===== config.mk =====
export PLATFORM = sky130hd
export DESIGN_NAME = man_adder_norm
export DESIGN_NICKNAME = d
export VERILOG_FILES = /design/src/rtl/gemm_fp_pkg.sv /design/src/rtl/leading_one_pos.sv /design/src/rtl/man_adder_norm.sv
export SDC_FILE = /design/constraint.sdc
export NUM_CORES = 1
export LEC_CHECK = 0
export ABC_AREA = 1
export BUFFER_PORTS_ARGS = -buffer_cell sky130_fd_sc_hd__buf_2
export CORE_MARGIN = 5
export CORE_UTILIZATION = 43
export DETAILED_ROUTE_END_ITERATION = 6
export SLEW_MARGIN = 10
export SYNTH_ARGS = -nofsm -noshare
export SYNTH_HDL_FRONTEND = slang
export SYNTH_SLANG_ARGS = --single-unit

===== constraint.sdc =====
create_clock -name clk -period 9.6 [get_ports clk]
set_clock_uncertainty 0.2 [all_clocks]
set_input_delay 1.44 -clock clk [delete_from_list [all_inputs] [get_ports clk]]
set_output_delay 1.44 -clock clk [all_outputs]
set_load 0.1 [all_outputs]

===== src/rtl/gemm_fp_pkg.sv =====
// Shared mini-float helpers for the GEMM datapath: lane widths,
// sign/magnitude conversion and exponent/mantissa saturation values.
package gemm_fp_pkg;

   // Width of one aligned lane: sign + hidden + stored bits + headroom + guards.
   function automatic int lane_w(input int sig_w, input int low_x);
      return sig_w + 4 + low_x;
   endfunction

   // Width of a two's-complement lane sum that cannot overflow for four lanes.
   function automatic int sum_w(input int sig_w, input int low_x);
      return lane_w(sig_w, low_x) + 2;
   endfunction

   // Largest encodable biased exponent (no inf/NaN codes are reserved).
   function automatic int exp_max(input int exp_w);
      return int'((32'd1 << exp_w) - 32'd1);
   endfunction

   // Largest stored mantissa, used when saturating.
   function automatic int man_max(input int sig_w);
      return int'((32'd1 << sig_w) - 32'd1);
   endfunction

   // Sign/magnitude to two's complement; a negative zero maps to plain zero.
   function automatic logic [31:0] sm_to_tc(input logic sgn, input logic [31:0] mag);
      logic [31:0] r;
      if (sgn && (mag != 32'd0)) begin
         r = ~mag + 32'd1;
      end else begin
         r = mag;
      end
      return r;
   endfunction

endpackage


===== src/rtl/leading_one_pos.sv =====
// Combinational priority encoder: position of the most significant set bit.
module leading_one_pos #(
   parameter int WIDTH = 8
) (
   input  logic [WIDTH-1:0]         vec,
   output logic [$clog2(WIDTH)-1:0] pos,
   output logic                     found
);

   localparam int PW = $clog2(WIDTH);

   // Scan upward so the highest set bit is the last one to win.
   always_comb begin
      pos   = {PW{1'b0}};
      found = 1'b0;
      for (int i = 0; i < WIDTH; i++) begin
         pos   = vec[i] ? PW'(i) : pos;
         found = found | vec[i];
      end
   end

endmodule


===== src/rtl/man_adder_norm.sv =====
// Four-lane aligned-mantissa adder with normalisation back to the mini-float
// format. Three register stages (pair sums, final sum/abs, normalise) with a
// valid/ready pipeline that collapses bubbles and holds results under stall.
module man_adder_norm
   import gemm_fp_pkg::*;
#(
   parameter int expWidth   = 3,
   parameter int sigWidth   = 3,
   parameter int low_expand = 2
) (
   input  logic                                      clk,
   input  logic                                      rst,
   input  logic                                      in_valid,
   output logic                                      in_ready,
   input  logic [4*lane_w(sigWidth, low_expand)-1:0] man_off,
   input  logic [expWidth-1:0]                       max_exp,
   output logic                                      out_valid,
   input  logic                                      out_ready,
   output logic                                      res_sign,
   output logic [expWidth-1:0]                       res_exp,
   output logic [sigWidth-1:0]                       res_man,
   output logic                                      res_ovf,
   output logic                                      res_unf
);

   localparam int W  = lane_w(sigWidth, low_expand);
   localparam int SW = sum_w(sigWidth, low_expand);
   localparam int MW = W + 1;
   localparam int H  = sigWidth + low_expand;
   localparam int EW = expWidth + 3;
   localparam int PW = $clog2(MW);

   localparam logic [EW-1:0]       EMAX    = EW'(exp_max(expWidth));
   localparam logic [EW-1:0]       HIDDEN  = EW'(H);
   localparam logic [expWidth-1:0] EXP_SAT = expWidth'(exp_max(expWidth));
   localparam logic [sigWidth-1:0] MAN_SAT = sigWidth'(man_max(sigWidth));

   logic                v1, v2, v3;
   logic                en1, en2, en3;
   logic [SW-1:0]       tc [4];
   logic [SW-1:0]       p01, p23;
   logic [expWidth-1:0] exp1, exp2;
   logic [SW-1:0]       sum;
   logic [MW-1:0]       mag_c;
   logic                sign2, zero2;
   logic [MW-1:0]       mag2;
   logic [PW-1:0]       pos, sh;
   logic                found;
   logic                is_zero;
   logic [EW-1:0]       e_val;
   logic [MW-1:0]       norm;
   logic [sigWidth-1:0] man_c;
   logic                n_sign, n_ovf, n_unf;
   logic [expWidth-1:0] n_exp;
   logic [sigWidth-1:0] n_man;

   // A stage advances when it is empty or the next stage takes its contents.
   assign en3       = !v3 | out_ready;
   assign en2       = !v2 | en3;
   assign en1       = !v1 | en2;
   assign in_ready  = en1;
   assign out_valid = v3;

   for (genvar i = 0; i < 4; i++) begin : g_lane
      assign tc[i] = SW'(sm_to_tc(man_off[W*i+W-1], 32'(man_off[W*i +: W-1])));
   end

   // Stage valid bits; reset discards everything in flight.
   always_ff @(posedge clk or posedge rst) begin
      if (rst) begin
         v1 <= 1'b0;
         v2 <= 1'b0;
         v3 <= 1'b0;
      end else begin
         if (en1) v1 <= in_valid;
         if (en2) v2 <= v1;
         if (en3) v3 <= v2;
      end
   end

   // S1: register the two pair sums and the shared exponent.
   always_ff @(posedge clk or posedge rst) begin
      if (rst) begin
         p01  <= {SW{1'b0}};
         p23  <= {SW{1'b0}};
         exp1 <= {expWidth{1'b0}};
      end else if (en1 && in_valid) begin
         p01  <= tc[0] + tc[1];
         p23  <= tc[2] + tc[3];
         exp1 <= max_exp;
      end
   end

   assign sum   = p01 + p23;
   assign mag_c = MW'(sum[SW-1] ? (~sum + SW'(1'b1)) : sum);

   // S2: register sign, magnitude and zero flag of the full sum.
   always_ff @(posedge clk or posedge rst) begin
      if (rst) begin
         sign2 <= 1'b0;
         zero2 <= 1'b0;
         mag2  <= {MW{1'b0}};
         exp2  <= {expWidth{1'b0}};
      end else if (en2 && v1) begin
         sign2 <= sum[SW-1];
         zero2 <= (sum == {SW{1'b0}});
         mag2  <= mag_c;
         exp2  <= exp1;
      end
   end

   leading_one_pos #(
      .WIDTH (MW)
   ) u_lop (
      .vec   (mag2),
      .pos   (pos),
      .found (found)
   );

   // Exponent wraps modulo 2^EW, so its top bit acts as the sign.
   assign e_val   = EW'(exp2) + EW'(pos) - HIDDEN;
   assign sh      = PW'(MW-1) - pos;
   assign norm    = mag2 << sh;
   assign man_c   = sigWidth'(norm >> (MW - 1 - sigWidth));
   assign is_zero = zero2 | !found;

   // S3 result selection: zero, flush, saturate, or normal, in that priority.
   always_comb begin
      n_sign = 1'b0;
      n_exp  = {expWidth{1'b0}};
      n_man  = {sigWidth{1'b0}};
      n_ovf  = 1'b0;
      n_unf  = 1'b0;
      if (is_zero) begin
         n_unf = 1'b0;
      end else if (e_val[EW-1] || (e_val == {EW{1'b0}})) begin
         n_unf = 1'b1;
      end else if (e_val > EMAX) begin
         n_sign = sign2;
         n_exp  = EXP_SAT;
         n_man  = MAN_SAT;
         n_ovf  = 1'b1;
      end else begin
         n_sign = sign2;
         n_exp  = expWidth'(e_val);
         n_man  = man_c;
      end
   end

   // S3: output registers, held while the consumer stalls.
   always_ff @(posedge clk or posedge rst) begin
      if (rst) begin
         res_sign <= 1'b0;
         res_exp  <= {expWidth{1'b0}};
         res_man  <= {sigWidth{1'b0}};
         res_ovf  <= 1'b0;
         res_unf  <= 1'b0;
      end else if (en3 && v2) begin
         res_sign <= n_sign;
         res_exp  <= n_exp;
         res_man  <= n_man;
         res_ovf  <= n_ovf;
         res_unf  <= n_unf;
      end
   end

endmodule


Yosys cells after proc, flatten, opt, wreduce, memory -nomap -nowiden
Cells that the tools add are included. Widths: inputs -> output; s select.

Register bits after elaboration: 52.

Reductions and logical operators: 18. Order comparisons: 1. Mux-type cells: 27. Add/sub/neg operators: 11. Shift operators: 1. Bitwise logic cells: 18.

Operators with widths (number): $add 11x1->11 const B (4); $mux 11 (4); $not 8->11 (4); $add 11x11->11 (3); $mux 4 (8); $reduce_bool 8->1 (4); $mux 3 (6); $or 1x1->1 (13); $logic_not 11->1 (1); $add 10x1->10 const B (1); $mux 10 (1); $not 10->10 (1); $shl 10x4->9 (1); $mux 1 (8); $logic_and 1x1->1 (7); $gt 6x3->1 const B (1); $logic_not 6->1 (1); $sub 5x3->6 const B (1); $add 3x4->5 (1); $logic_not 1->1 (4); $sub 4x4->4 const A (1); $logic_or 1x1->1 (1).

Depth between registers and ports, before layout
Gate-level depths: netlist of run 1.

Word-level depth: 15. Gate-level depth with buffers: 24. Mapped depth without buffers: 23.

By module
Synthesis of run 1 repeated with hierarchy kept, for this count alone.

Cell total of the unflattened synthesis: 738. Area total of the unflattened synthesis: 4952.2 µm².

Modules (own cells, without submodules): man_adder_norm (cells an instance 713, area an instance 4837.1 µm², times used 1); leading_one_pos (cells an instance 25, area an instance 115.1 µm², times used 1).

Worst setup path after synthesis of run 1
Ideal clock, no wire load.

Path kind: input to register. Start: in man_off[27]. End: reg p23[8]. Arrival time: 3.625 ns. Library setup time: 0.118 ns. Required time: 9.282 ns. Cell stages on the path: 22. Path slack: 5.657 ns. Cell sequence: inv_1 ha_1 inv_1 nor4_2 nand2_1 nand2_2 nand2_1 o21ai_0 inv_1 fa_1 inv_1 nand3_1 nand2_1 nand2_1 nand2_1 a21oi_1 o21ai_0 nand2_1 nand2_1 nand2_1 nand3_1 nand2_1.

Longest elaborated chain between the ends: 4. Elaborated cells on any way between the ends: 6. Classes of those cells: add/sub (2); mux (1); bitwise (1); reduce/logical (2).

RTL lines: from (decl) (RTL line man_adder_norm.sv:15) `input logic [4*lane_w(sigWidth, low_expand)-1:0] man_off,`; $not 8->11 or $reduce_bool 8->1 (tied branches) (RTL line gemm_fp_pkg.sv:29, gemm_fp_pkg.sv:28); $add 11x1->11 or $logic_and 1x1->1 (tied branches) (RTL line gemm_fp_pkg.sv:29, gemm_fp_pkg.sv:28); $mux 11 (*) (RTL line gemm_fp_pkg.sv:28) `if (sgn && (mag != 32'd0)) begin`; $add 11x11->11 (*) (RTL line man_adder_norm.sv:89) `p23 <= tc[2] + tc[3];`; to (signal assigned) (RTL line man_adder_norm.sv:85) `p23 <= {SW{1'b0}};`; to (signal assigned) (RTL line man_adder_norm.sv:89); to (decl) (RTL line man_adder_norm.sv:41) `logic [SW-1:0] p01, p23;`.

Every way passes the cells marked *; elsewhere a longest branch is shown, timed or not. A chain may end at the register's enable or synchronous reset.

Final worst setup path of run 1
Start: in man_off[9]. End: reg p01[8].

Longest elaborated chain between the ends: 4. Elaborated cells on any way between the ends: 6. Classes of those cells: add/sub (2); mux (1); bitwise (1); reduce/logical (2).

RTL lines: $not 8->11 or $reduce_bool 8->1 (tied branches) (RTL line gemm_fp_pkg.sv:29, gemm_fp_pkg.sv:28); $add 11x1->11 or $logic_and 1x1->1 (tied branches) (RTL line gemm_fp_pkg.sv:29, gemm_fp_pkg.sv:28); $mux 11 (*) (RTL line gemm_fp_pkg.sv:28); $add 11x11->11 (*) (RTL line man_adder_norm.sv:88) `p01 <= tc[0] + tc[1];`; to (signal assigned) (RTL line man_adder_norm.sv:84) `p01 <= {SW{1'b0}};`; to (signal assigned) (RTL line man_adder_norm.sv:88); to (decl) (RTL line man_adder_norm.sv:41).

Marked as above.

==> out/qor.yml, run 1 <==
number_of_antenna_cells_inserted: 0
place.detailed.hpwl_um: 9240
floorplan.die_area_um2: 13600
postSynthRegisterBits: 52
cts.root.buffer_cell: "clkbuf_16"
grt_max_degree: 53
start_kind: "primary input"
cts.htree.levels: 2
cts_buffer_depth: 2
reg2reg_setup_slack_ns: 5.93
synthMuxAreaShare_pct: 0
clock_sinks: 52
detail_route.iter0.violations: 172
switching_power_uw: 899
floorplan.core_area_um2: 11300
synth_fa_ha_area_share_pct: 12.6
slew_headroom_pct: 40.2
worst-path-buf-inv: 4
resized_after_cts: 0
internal_power_uw: 763
synth_compound_gate_area_share_pct: 10.9
ports_placed_on_the_boundary: 54
maxSlewViolCount: 0
yosysTopAreaCellShare_pct: 26.6
postSynthCellCount: 728
final_util_pct: 48.4
place.port_buffers: 53
max_cap_viol_count: 0
grt_util_all_layers_pct: 17.4
layout-drive-gt1-share_pct: 12.2
initial_utilization_pct: 43.5
gp_congestion: 0.905
final_net_count: 869
post_cts_hold_buffer_count: 0
run_status: "complete, no violations"
setup.worst_path.class: "primary input to register"
routed_wire_length_per_instance_um: 12.1
crit_arrival_ns: 4.10
critical_path.max_stage_delay_ns: 0.47
synth_largest_area_cell: "dfrtp_1"
leak_pwr_uw: 0.00295
synth_top_family_by_area: "simple AND/OR/NAND/NOR gates"
drt-vias-per-instance: 4.99
fin_tns_setup_ns: 0
power.share.switching_pct: 54.1
pwr_density_cell_nw_per_um2: 304
grt.overflow.total: 0
dr_total_vias: 4603
post-synth-top-count-cell: "nand2_1"
route.final.wire_length_um: 11200
clk_pin_slew_worst_paths_ns: 0.07
clock_buffers_created_by_tritoncts: 5
cp_top_family: "simple AND/OR/NAND/NOR gates"
critical_path.most_common_cell: "nand2_1"
postcts_setup_bufs: 0
placement_rows: 39
crit_slowest_cell: "fa_1"
post-route-period-util_pct: 42.8
timing.hold.worst.class: "register to register"
critical_path_required_ns: 9.59
seqPwrFrac_pct: 21.6
power_uw: 1660
grt_setup_unrepaired: "false"
postSynthNetCount: 818
synth_edf_count: 0
placed_area_um2: 5300
post_synth.cell_area_avg_um2: 6.73
synthToLayoutAreaGrowth_pct: 11.3
cts_tree: "built"
critical_path.max_fanout: 8
die_width_um: 117
setup_viol: 0
clk-insertion-delay-late_ns: 0.29
yosys_warnings: 0
timing.hold.ws_ns: 0.273
synth_area_um2: 4900
fillerInstances: 1150
hold_viol: 0
grt_antenna_before_repair: 0
post_layout_minimum_cycle_time_ns: 4.11
drtAntennaViolNets: 0
ys_async_sr_fraction_pct: 100
crit_chain: "buf_2 -> inv_1 -> ha_1 -> nand3_1 -> nor3_1 -> nand3_1 -> nand2_2 -> nand2_1 -> o21ai_0 -> inv_1 -> fa_1 -> inv_1 -> nand3_1 -> nand2_1 -> nand2_1 -> nand2_1 -> a21oi_1 -> o21ai_0 -> nand2_1 -> nand2_1 -> nand2_1 -> nand3_1 -> nand2_1"
drt_drc_violations_left: 0
upper_clock_frequency_limit_mhz: 243
critical_path.endpoint_type: "register"
design_area_um2: 5460
measured_slew_at_the_worst_slew_check_pin_ns: 0.897
drtPass1Iterations: 4
postSynth.topFlopCell: "dfrtp_1"
synth_simple_gate_area_share_pct: 32.9
peakVddDrop_mv: 0.258
yosys-top-cells-count: "198 x nand2_1, 109 x inv_1, 57 x nand3_1"
die_height_um: 117
synth.yosys.seq_area_share_pct: 26.6
synth_area_leaders: "dfrtp_1 27%, nand2_1 15%, ha_1 11%"
clock_power_share_pct: 11.3
power.combinational.fraction_pct: 67.1
post_synthesis_cell_type_count: 41
xor_xnor_share_of_the_synthesized_area_pct: 7.30
grt_first_pass_wirelength_um: 19700
via_count_of_the_first_global_routing_pass: 4668
[state kept, by name (all words and copies together) (netlist names)]
name and flops:
exp1 3, exp2 3, mag2 10, out_valid 1, p01 11, p23 11
res_exp 3, res_man 3, res_ovf 1, res_sign 1, res_unf 1, sign2 1
v1 1, v2 1, zero2 1
[worst min-delay path, delay by kind of cell (launching register included)]
| kind | cells | cell delay (ns) |
|---|---|---|
| simple gates | 2 | 0.10 |
| flops | 1 | 0.35 |
[power by group through the flow]
stage               clock [uW]  sequential (uW)  combinational [uW]
finish                     188              358                1120
CTS                        191              360                1120
detailed placement           0              364                1110
global placement             0              362                1090
global route               197              369                1270
floorplan                    0              486                 784
[worst paths after layout]
kind | from | end | depth (start not counted)
worst max-delay path | man_off[9] | p01[8] | 23
worst min-delay path | exp1[2] | exp2[2] | 2
worst max register to register | mag2[8] | res_man[0] | 17
worst min register to register | exp1[2] | exp2[2] | 2
max in group asynchronous | rst | p01[8] | 2
min in group asynchronous | rst | p01[1] | 2
[cell type report]
cell class                      instances  area [um2]  area share (%)
Clock inverter                          2        13.8           0.252
Inverter                              113         425            7.80
Tap cell                              143         179            3.28
Clock buffer                            6         139            2.55
Timing Repair Buffer                   54         273            5.00
Multi-Input combinational cell        553        3130            57.3
Sequential cell                        52        1300            23.8
[routing by layer]
| layer | wire (um) | vias to the layer above | GRT usage [%] |
|---|---|---|---|
| li1 | - | 2451 | - |
| met1 | 4940 | 2053 | 20.1 |
| met2 | 5730 | 87 | 33.9 |
| met3 | 384 | 12 | 2.07 |
| met4 | 125 | 0 | 3.90 |
| met5 | 0 | - | 0 |
[metrics by stage]
stage / setup WS, ns / instances
2_1_floorplan: 5.66 / 728
3_3_place_gp: 5.32 / 915
3_5_place_dp: 5.20 / 915
4_1_cts: 5.50 / 923
5_1_grt: 5.16 / 923
6_report: 5.49 / 923
[cells by family after synthesis]
group,after synthesis
flops,52
fa+ha+maj,47
xor+xnor,40
compound gates,100
buf+inv,123
simple gates,366
[cell usage in the layout, fill, tap and decap left out, drive strengths merged, types with 26 or more instances in the layout]
| cell | n |
|---|---|
| nor2 | 60 |
| inv | 113 |
| xor2 | 26 |
| nand3 | 61 |
| ha | 43 |
| nand2 | 208 |
| o21ai | 59 |
| dfrtp | 52 |
| a21oi | 30 |
| buf | 54 |
No activity file was read; power rests on OpenSTA's default activity.
==> run 2: changes to the inputs <==
clock period = 4.1 ns   (was 9.6 ns; I/O delays follow)
==> run 2 against run 1 <==
  * Die area unchanged
  * Via count increased by 0.48%
  * Sequential share of layout area about the same
  * Flip-flop and latch count did not move
  * Register-to-register slack got worse by 5.3 ns
  * Critical path depth decreased by 6
  * Critical endpoint is now res_man[0]
  * Largest cell class unchanged
==> out/qor.yml, run 2 (same netlist as run 1, synthesis figures left out) <==
run_status: "complete, no violations"  # unchanged
reg2reg_from: "mag2[8]"  # unchanged
placement_rows: 39  # unchanged
grt_setup_unrepaired: "false"  # unchanged
clock_sinks: 52  # unchanged
design_area_um2: 5450  # was 5460 um2
cts_buffer_depth: 2  # unchanged
slew_headroom_pct: 40.1  # was 40.2%
synthToLayoutAreaGrowth_pct: 11.3  # about the same
postcts_setup_bufs: 0  # unchanged
final_cell_count_no_fill: 923  # unchanged
via_count_of_the_first_global_routing_pass: 4520  # was 4668
fin_tns_setup_ns: 0  # unchanged
peakVddDrop_mv: 0.496  # was 0.258 mV
floorplan.core_area_um2: 11300  # unchanged
critical_path_required_ns: 4.08  # was 9.59 ns
pwr_density_cell_nw_per_um2: 710  # was 304 nW/um2
start_kind: "register"  # was primary input
grt_util_all_layers_pct: 17.6  # was 17.4%
detail_route.iter0.violations: 217  # was 172
setup_viol: 0  # unchanged
maxSlewViolCount: 0  # unchanged
upper_clock_frequency_limit_mhz: 288
cts.root.buffer_cell: "clkbuf_16"  # unchanged
worst_setup_path_startpoint: "mag2[8]"  # was man_off[9]
post-route-period-util_pct: 84.8
clock_buffers_created_by_tritoncts: 5  # unchanged
number_of_antenna_cells_inserted: 0  # unchanged
multi_input_comb_area_um2: 3130  # unchanged
layout-drive-gt1-share_pct: 12.1  # was 12.2%
ff_latch_area_um2: 1300  # unchanged
hold_viol: 0  # unchanged
drt_drc_violations_left: 0  # unchanged
resized_after_cts: 0  # unchanged
cts.htree.levels: 2  # unchanged
clk-insertion-delay-late_ns: 0.30  # was 0.29 ns
reg2reg_setup_slack_ns: 0.62  # was 5.93 ns
die_height_um: 117  # unchanged
post_layout_minimum_cycle_time_ns: 3.48
r2r_end: "res_man[0]"  # unchanged
leak_pwr_uw: 0.00294  # was 0.00295 uW
crit_arrival_ns: 3.46  # was 4.10 ns
clk_pin_slew_worst_paths_ns: 0.07  # about the same
post_cts_hold_buffer_count: 0  # unchanged
drtPass1Iterations: 5  # was 4
fillerInstances: 1131  # was 1150
dr_total_vias: 4625  # was 4603
critical_path.max_fanout: 12  # was 8
grt.overflow.total: 0  # unchanged
place.port_buffers: 53  # unchanged
initial_utilization_pct: 43.5  # unchanged
setup.worst_path.class: "register to register"  # was primary input to register
grt_first_pass_wirelength_um: 19700  # about the same
floorplan.die_area_um2: 13600  # unchanged
drt-vias-per-instance: 5.01  # was 4.99
routed_wire_length_per_instance_um: 12.2  # was 12.1 um
cts_tree: "built"  # unchanged
route.final.wire_length_um: 11200  # about the same
place.detailed.hpwl_um: 9350  # was 9240 um
final_common_cell: "nand2_1"  # unchanged
drtAntennaViolNets: 0  # unchanged
dp_cells: 915  # unchanged
ports_placed_on_the_boundary: 54  # unchanged
timing.hold.worst.class: "primary input to async pin"  # was register to register
grt_max_degree: 53  # unchanged
ff2ff_path_depth: 17  # unchanged
max_cap_viol_count: 0  # unchanged
critical_path.endpoint_type: "register"  # unchanged
top_regs: "p01: 11 flops, p23: 11 flops, mag2: 10 flops"  # unchanged
gp_congestion: 0.908  # was 0.905
measured_slew_at_the_worst_slew_check_pin_ns: 0.898  # was 0.897 ns
die_width_um: 117  # unchanged
grt_antenna_before_repair: 0  # unchanged
timing.critical_path.to: "res_man[0]"  # was p01[8]
power_uw: 3880  # was 1660 uW
final_net_count: 869  # unchanged
layout_common_cells: "198 x nand2_1, 108 x inv_1, 57 x nand3_1"  # unchanged
placed_area_um2: 5300  # unchanged
-- run 2: cell types whose count changed in the layout (fill, tap and decap cells not counted) --
| cell | previous run | this run |
|---|---|---|
| clkbuf_1 | 0 | 1 |
| clkinv_2 | 2 | 1 |
| clkinvlp_4 | 0 | 1 |
| inv_6 | 1 | 0 |
-- run 2: metal layers --
metal | GRT usage (%) | vias up | routed length, um
met3 | 2.33 | 18 | 406
li1 | - | 2444 | -
met5 | 0 | - | 0
met1 | 21.1 | 2072 | 4880
met4 | 5.96 | 0 | 283
met2 | 32.1 | 91 | 5660
-- run 2: worst min path at each step --
stage / start / endpoint / depth (start not counted)
floorplan: zero2 / zero2 / 2
global placement: exp1[2] / exp2[2] / 2
detailed placement: exp1[2] / exp2[2] / 2
CTS: exp1[2] / exp2[2] / 2
global route: exp1[2] / exp2[2] / 2
finish: rst / res_sign / 2
-- run 2: through the flow --
stage                     util, %  setup slack [ns]  hold slack, ns
after global placement       47.0             0.540           0.259
after detailed placement     47.0             0.471           0.261
after global routing         48.4             0.319           0.301
final                        48.4             0.624           0.267
after CTS                    48.4             0.605           0.275
after floorplan                 -             0.982           0.242
-- run 2: worst max-delay path, stage by stage (launching register included) --
cell,delay [ns]
dfrtp_1,0.42
nor2_2,0.24
nand2_1,0.29
ha_1,0.38
inv_1,0.04
ha_1,0.21
fa_1,0.41
nand2_1,0.08
inv_1,0.03
or2_2,0.28
nor4_1,0.17
nand2_1,0.10
nand3_1,0.16
inv_1,0.09
nand2_1,0.11
nand2_1,0.06
inv_1,0.05
nand2_1,0.04
-- run 2: cell type report --
type | instances | share of cell area [%]
Tap cell | 143 | 3.28
Multi-Input combinational cell | 553 | 57.3
Inverter | 113 | 7.80
Timing Repair Buffer | 54 | 5.00
Clock inverter | 1 | 0.138
Clock buffer | 7 | 2.62
Sequential cell | 52 | 23.9
-- run 2: report_power, final --
group          switching, uW  internal [uW]
logic                   1770            834
registers                137            706
clock network            188            244
